<file path="config.mk">
export PLATFORM = sky130hd
export DESIGN_NAME = stream_byte_serializer_flat
export DESIGN_NICKNAME = d
export VERILOG_FILES = /design/src/rtl/stream_byte_serializer_if.sv /design/src/rtl/stream_byte_serializer.sv /design/src/flat_wrapper.sv
export SDC_FILE = /design/constraint.sdc
export NUM_CORES = 1
export LEC_CHECK = 0
export ABC_CLOCK_PERIOD_IN_PS = 2400
export BUFFER_PORTS_ARGS = -buffer_cell sky130_fd_sc_hd__buf_2
export CAP_MARGIN = 20
export CORE_ASPECT_RATIO = 0.7
export CORE_MARGIN = 4
export CORE_UTILIZATION = 53
export DETAILED_ROUTE_END_ITERATION = 10
export PLACE_DENSITY = 0.85
export SLEW_MARGIN = 30
export SYNTH_ARGS = -nofsm -noshare
export SYNTH_HDL_FRONTEND = slang
export SYNTH_SLANG_ARGS = --single-unit
</file>
<file path="constraint.sdc">
create_clock -name clk -period 2.4 [get_ports clk]
set_input_delay 0.12 -clock clk [delete_from_list [all_inputs] [get_ports clk]]
set_output_delay 0.12 -clock clk [all_outputs]
set_load 0.03 [all_outputs]
</file>
<file path="src/rtl/stream_byte_serializer_if.sv">
`default_nettype none
// ============================================================================
//  Module      : stream_byte_serializer_if
//  Description : Bundles the beat-side (strb/data/last) and byte-side
//                (data/keep/last) valid/ready streams plus the packet byte
//                counter of the stream byte serializer.
//                slave  - serializer view (consumes beats, produces bytes)
//                master - environment view (produces beats, consumes bytes)
//  Ports       : in_valid/in_ready/in_bits_{strb,data,last}   beat stream
//                out_valid/out_ready/out_bits_{data,keep,last} byte stream
//                pkt_len                                       keep=1 count
//  Revision    : 1.0 - initial release
// ============================================================================
interface stream_byte_serializer_if #(
  parameter int p_DATA_BITS = 32,
  parameter int p_STRB_BITS = 4,
  parameter int p_LEN_BITS  = 16
);
  logic                   in_valid;
  logic                   in_ready;
  logic [p_STRB_BITS-1:0] in_bits_strb;
  logic [p_DATA_BITS-1:0] in_bits_data;
  logic                   in_bits_last;
  logic                   out_valid;
  logic                   out_ready;
  logic [7:0]             out_bits_data;
  logic                   out_bits_keep;
  logic                   out_bits_last;
  logic [p_LEN_BITS-1:0]  pkt_len;

  modport slave (
    input  in_valid, in_bits_strb, in_bits_data, in_bits_last, out_ready,
    output in_ready, out_valid, out_bits_data, out_bits_keep, out_bits_last,
           pkt_len
  );

  modport master (
    output in_valid, in_bits_strb, in_bits_data, in_bits_last, out_ready,
    input  in_ready, out_valid, out_bits_data, out_bits_keep, out_bits_last,
           pkt_len
  );
endinterface
`default_nettype wire

</file>
<file path="src/rtl/stream_byte_serializer.sv">
`default_nettype none
// ============================================================================
//  Module      : stream_byte_serializer
//  Description : Takes one p_DATA_BITS beat at a time and emits its
//                strobe-enabled bytes one per cycle, lowest lane first, on a
//                byte-wide valid/ready stream that keeps packet boundaries.
//                A zero-strobe last beat produces a single keep=0 terminator.
//  Ports       : clk   - clock, all state on rising edge
//                rst_n - asynchronous active-low reset
//                bus   - stream_byte_serializer_if.slave (beat in, byte out,
//                        pkt_len)
//  Revision    : 1.0 - initial release
// ============================================================================
module stream_byte_serializer #(
  parameter int p_DATA_BITS = 32,
  parameter int p_STRB_BITS = 4,
  parameter int p_LEN_BITS  = 16
) (
  input  wire logic                 clk,
  input  wire logic                 rst_n,
  stream_byte_serializer_if.slave   bus
);

  localparam int c_IDX_BITS = (p_STRB_BITS > 1) ? $clog2(p_STRB_BITS) : 1;

  logic                   busy_q, busy_d;
  logic [p_DATA_BITS-1:0] data_q, data_d;
  logic [p_STRB_BITS-1:0] rem_q,  rem_d;
  logic                   last_q, last_d;
  logic                   null_q, null_d;
  logic [p_LEN_BITS-1:0]  len_q,  len_d;

  logic [c_IDX_BITS-1:0]  w_cur;
  logic                   w_is_final;
  logic                   w_out_hs;
  logic                   w_accept;
  logic                   w_in_ready;
  logic                   w_out_last;
  logic [7:0]             w_lanes [p_STRB_BITS];

  // Split the held beat into byte lanes so the current lane is a plain index.
  for (genvar k = 0; k < p_STRB_BITS; k++) begin : g_lane
    assign w_lanes[k] = data_q[8*k +: 8];
  end

  // Lowest remaining lane: scan high to low so the lowest set bit wins.
  always_comb begin
    w_cur = '0;
    for (int i = p_STRB_BITS - 1; i >= 0; i--) begin
      if (rem_q[i]) w_cur = c_IDX_BITS'(i);
    end
  end

  // The held beat is on its last output when it is a terminator or only one
  // lane remains (power-of-two test on the remaining mask).
  assign w_is_final = null_q ||
                      ((rem_q != '0) && ((rem_q & (rem_q - p_STRB_BITS'(1))) == '0));

  assign w_out_hs   = busy_q && bus.out_ready;
  // Accepting while the final byte leaves avoids a bubble between beats.
  assign w_in_ready = !busy_q || (bus.out_ready && w_is_final);
  assign w_accept   = bus.in_valid && w_in_ready;
  assign w_out_last = busy_q && last_q && w_is_final;

  assign bus.in_ready      = w_in_ready;
  assign bus.out_valid     = busy_q;
  assign bus.out_bits_data = (busy_q && !null_q) ? w_lanes[w_cur] : 8'h00;
  assign bus.out_bits_keep = busy_q && !null_q;
  assign bus.out_bits_last = w_out_last;
  assign bus.pkt_len       = len_q;

  always_comb begin
    busy_d = busy_q;
    data_d = data_q;
    rem_d  = rem_q;
    last_d = last_q;
    null_d = null_q;
    len_d  = len_q;

    if (w_out_hs) begin
      rem_d = rem_q & ~(p_STRB_BITS'(1) << w_cur);
      if (w_is_final) begin
        busy_d = 1'b0;
        null_d = 1'b0;
        last_d = 1'b0;
      end
      // The byte carrying last closes the packet and is not counted.
      if (w_out_last) begin
        len_d = '0;
      end else if (!null_q && (len_q != '1)) begin
        len_d = len_q + p_LEN_BITS'(1);
      end
    end

    if (w_accept) begin
      if (bus.in_bits_strb != '0) begin
        data_d = bus.in_bits_data;
        rem_d  = bus.in_bits_strb;
        last_d = bus.in_bits_last;
        null_d = 1'b0;
        busy_d = 1'b1;
      end else if (bus.in_bits_last) begin
        rem_d  = '0;
        null_d = 1'b1;
        last_d = 1'b1;
        busy_d = 1'b1;
      end
      // Zero-strobe non-last beats are swallowed without touching state.
    end
  end

  always_ff @(posedge clk or negedge rst_n) begin
    if (!rst_n) begin
      busy_q <= 1'b0;
      data_q <= '0;
      rem_q  <= '0;
      last_q <= 1'b0;
      null_q <= 1'b0;
      len_q  <= '0;
    end else begin
      busy_q <= busy_d;
      data_q <= data_d;
      rem_q  <= rem_d;
      last_q <= last_d;
      null_q <= null_d;
      len_q  <= len_d;
    end
  end

endmodule
`default_nettype wire

</file>
<file path="src/flat_wrapper.sv">
// flat-port wrapper written by rule: the top's interface ports become plain ports
module stream_byte_serializer_flat 
#(
  parameter int p_DATA_BITS = 32,
  parameter int p_STRB_BITS = 4,
  parameter int p_LEN_BITS  = 16
)
  (clk, rst_n, bus_in_valid, bus_in_bits_strb, bus_in_bits_data, bus_in_bits_last, bus_out_ready, bus_in_ready, bus_out_valid, bus_out_bits_data, bus_out_bits_keep, bus_out_bits_last, bus_pkt_len);
  stream_byte_serializer_if #(.p_DATA_BITS(p_DATA_BITS), .p_STRB_BITS(p_STRB_BITS), .p_LEN_BITS(p_LEN_BITS)) bus_i ();
  input  wire logic clk;
  input  wire logic rst_n;
  input wire logic [$bits(bus_i.in_valid)-1:0] bus_in_valid;
  input wire logic [$bits(bus_i.in_bits_strb)-1:0] bus_in_bits_strb;
  input wire logic [$bits(bus_i.in_bits_data)-1:0] bus_in_bits_data;
  input wire logic [$bits(bus_i.in_bits_last)-1:0] bus_in_bits_last;
  input wire logic [$bits(bus_i.out_ready)-1:0] bus_out_ready;
  output wire logic [$bits(bus_i.in_ready)-1:0] bus_in_ready;
  output wire logic [$bits(bus_i.out_valid)-1:0] bus_out_valid;
  output wire logic [$bits(bus_i.out_bits_data)-1:0] bus_out_bits_data;
  output wire logic [$bits(bus_i.out_bits_keep)-1:0] bus_out_bits_keep;
  output wire logic [$bits(bus_i.out_bits_last)-1:0] bus_out_bits_last;
  output wire logic [$bits(bus_i.pkt_len)-1:0] bus_pkt_len;
  assign bus_i.in_valid = bus_in_valid;
  assign bus_i.in_bits_strb = bus_in_bits_strb;
  assign bus_i.in_bits_data = bus_in_bits_data;
  assign bus_i.in_bits_last = bus_in_bits_last;
  assign bus_i.out_ready = bus_out_ready;
  assign bus_in_ready = bus_i.in_ready;
  assign bus_out_valid = bus_i.out_valid;
  assign bus_out_bits_data = bus_i.out_bits_data;
  assign bus_out_bits_keep = bus_i.out_bits_keep;
  assign bus_out_bits_last = bus_i.out_bits_last;
  assign bus_pkt_len = bus_i.pkt_len;
  stream_byte_serializer #(.p_DATA_BITS(p_DATA_BITS), .p_STRB_BITS(p_STRB_BITS), .p_LEN_BITS(p_LEN_BITS)) u_core (.clk(clk), .rst_n(rst_n), .bus(bus_i));
endmodule
</file>
==> results.cfg <==
[floorplanning]
coreArea_um2 = 5230
pin_count = 69
fp.dieW_um = 95.9
rows = 22
dieArea_um2 = 6670
start_util = 0.548
fp.dieH_um = 69.5

[logic_synthesis]
syn_nets = 292
yosysUniqueCellTypes = 50
seq_area_frac_synth = 0.480
synth.area.top_cells = dfrtp_1, mux2_4, nand2_1
synth_commonest_cells = dfrtp_1, mux2_4, nand2_1
async_flop_share = 1.00
yosys.area_share.simple = 0.140
synthMuxAreaShare = 0.179
synth_compound_area_frac = 0.147
post-synth-top-count-cell = dfrtp_1
synth_top_family_by_area = multiplexers
synth_xor_area_frac = 0.0214
syn_inst = 250
syn_area_um2 = 2870
yosysTopAreaCell = dfrtp_1
synth-edff-count = 0
post_synth.cell_area_avg_um2 = 11.5
ys_ff_latch = 55
ys_dominant_reg_cell = dfrtp_1
synth.top_cell.area_share = 0.480
yosys_warnings = 0
synth_fa_ha_area_frac = 0.00436

[grt]
grt.total_usage = 0.211
grt_pass1_vias = 2261
grt_pass1_wl_um = 11100
grt_max_degree = 33
antenna_found_initial = 0
gr-total-overflow = 0

[sta]
timing.slew.headroom = 0.555
skew_ps = 3.69
tns_ps = 0
post-route-period-util = 0.927
fin_crit_ps = 2220
worstMarginPinSlew_ps = 667
final_hold_viol_count = 0
setup_ws_ps = 175
slew_violations = 0
clock.fmax_mhz = 450
rsz0062_at_grt = no
setup_viol = 0

[cells_and_area]
multiInputGateArea_um2 = 1410
diodes = 0
syn2layout_area_growth_pct = 19.9
final_nets = 369
regArea_um2 = 1380
drive_gt1_frac = 0.393
n_fill_cell = 424

[setup_path]
cp-end-kind = flop
r2r-end = u_core.data_q[29]
r2r_cells = 6
rr_startpoint = u_core.rem_q[2]
cp-start-kind = flop
critical_path_required_ps = 2600
worstPathArrival_ps = 2420
critPathKind = flop to flop
r2r_slack_ps = 180
worstPathMaxFanout = 16

[placed_design]
dp_hpwl_um = 5220
port_buffers = 68
globalplace.congestion = 0.888
place_ws_ps = 230

[routing]
viasPerCell = 5.79
drcViolationCount = 0
vias = 2316
ant_nets = 0
first_pass_iters = 7
wl_per_cell_um = 17.1
dr.first_iter.drc_count = 228
drt-total-wl_um = 6840

[pwr]
p_leak_nw = 1.67
ir_worst_vdd_v = 0.000718
switchingPower_mw = 1.89
p_comb_frac = 0.513
p_total_mw = 4.48
switching_share = 0.422
internal_power_mw = 2.59
power_frac_clock = 0.120
seq_power_share = 0.367
powerDensity_nw_per_um2 = 1300

[clock_network]
h-tree-depth = 2
numCtsBuffers = 5
path_clk_slew_ps = 100
cts_tree = done
insertion_delay_ps = 310
post_cts_resized = 0
clkSinkCount = 55
clock_path_buffers = 2
root_buffer = clkbuf_8

[min_path]
worstHoldPathType = primary input to flop
min_to = u_core.data_q[30]
hp-start = bus_in_bits_data[30]
holdPathStages = 2

[run]
cap_violations = 0

[outcome]
status = completed
## power by group through the flow
stage	clock network, mW	registers, mW	logic, mW
4_1_cts	0.545	1.63	2.30
3_3_place_gp	0	1.62	2.20
2_1_floorplan	0	1.66	1.65
3_5_place_dp	0	1.65	2.28
5_1_grt	0.582	1.69	2.45
6_report	0.540	1.64	2.30
## worst max-delay path, cell delays in order, from the launching register on
cell	delay [ps]
dfrtp_1	470
nor3_1	260
a21oi_1	200
a31oi_4	380
nand2_4	260
buf_4	250
mux2_4	290
## logic make-up (layout without fill, tap and decap cells)
logic type,Yosys count,in the layout
AO/OA/AOI/OAI,55,55
adder cells (fa/ha/maj),1,1
XOR/XNOR,7,7
buffers and inverters,15,93
multiplexers,36,36
AND/OR/NAND/NOR,81,81
flip-flops,55,55
## placed cells by master (no fill, tap or decap), types with 3 or more instances in the layout
cell,synthesis,final
buf_2,1,68
dfrtp_1,55,55
mux2_4,29,29
nand2_1,28,28
nor2_1,19,19
o21ai_0,16,16
buf_4,0,9
a222oi_1,8,8
mux2_2,7,7
a21oi_1,6,6
clkbuf_8,0,6
a32o_1,5,5
nor4_1,5,5
inv_1,4,4
xor2_1,4,4
nand3_1,4,4
nor2b_1,3,3
or3_1,3,3
and4_1,3,3
o211ai_1,3,3
xnor2_1,3,3
## metrics by stage
stage	std cells	cell area, um2	util	hold WS, ps
floorplan	250	2870	-	-176
global placement	391	3330	0.636	179
detailed placement	391	3330	0.636	182
CTS	400	3440	0.657	35.0
global route	400	3440	0.657	27.4
finish	400	3440	0.657	35.7
## registers in the layout (all words and copies together), names as in the netlist
name	cells
u_core.null_q	1
u_core.last_q	1
u_core.bus.out_valid	1
u_core.rem_q	4
u_core.data_q	32
u_core.bus.pkt_len	16
## timing repair
| item | 4_1_cts | 5_1_grt |
|---|---|---|
| hold buffers | 1 | 0 |
| buffers inserted | 0 | 0 |
| hold endpoints to repair | 30 | 0 |
## metal layers
metal / vias to the layer above / GRT usage / wire length, um
li1: 1090 / - / -
met1: 1116 / 0.304 / 3020
met2: 100 / 0.331 / 3210
met3: 10 / 0.0466 / 506
met4: 0 / 0.0363 / 97
met5: - / 0 / 0
## worst max-delay path by stage
stage                           start                     end  slack (ps)  depth (start not counted)
2_1_floorplan  u_core.bus.pkt_len[11]  u_core.bus.pkt_len[13]         400                          5
3_3_place_gp          u_core.rem_q[2]       u_core.data_q[28]         330                          6
3_5_place_dp          u_core.rem_q[2]       u_core.data_q[29]         230                          6
4_1_cts               u_core.rem_q[2]       u_core.data_q[29]         190                          6
5_1_grt               u_core.rem_q[2]       u_core.data_q[14]          60                          6
6_report              u_core.rem_q[2]       u_core.data_q[29]         180                          6
## final cells by class
cell class	instances	area share
Timing Repair Buffer	79	0.127
Tap cell	72	0.0262
Clock inverter	2	0.00473
Multi-Input combinational cell	180	0.410
Inverter	6	0.00655
Sequential cell	55	0.401
Clock buffer	6	0.0240
Power figures use the tool's default switching activity.
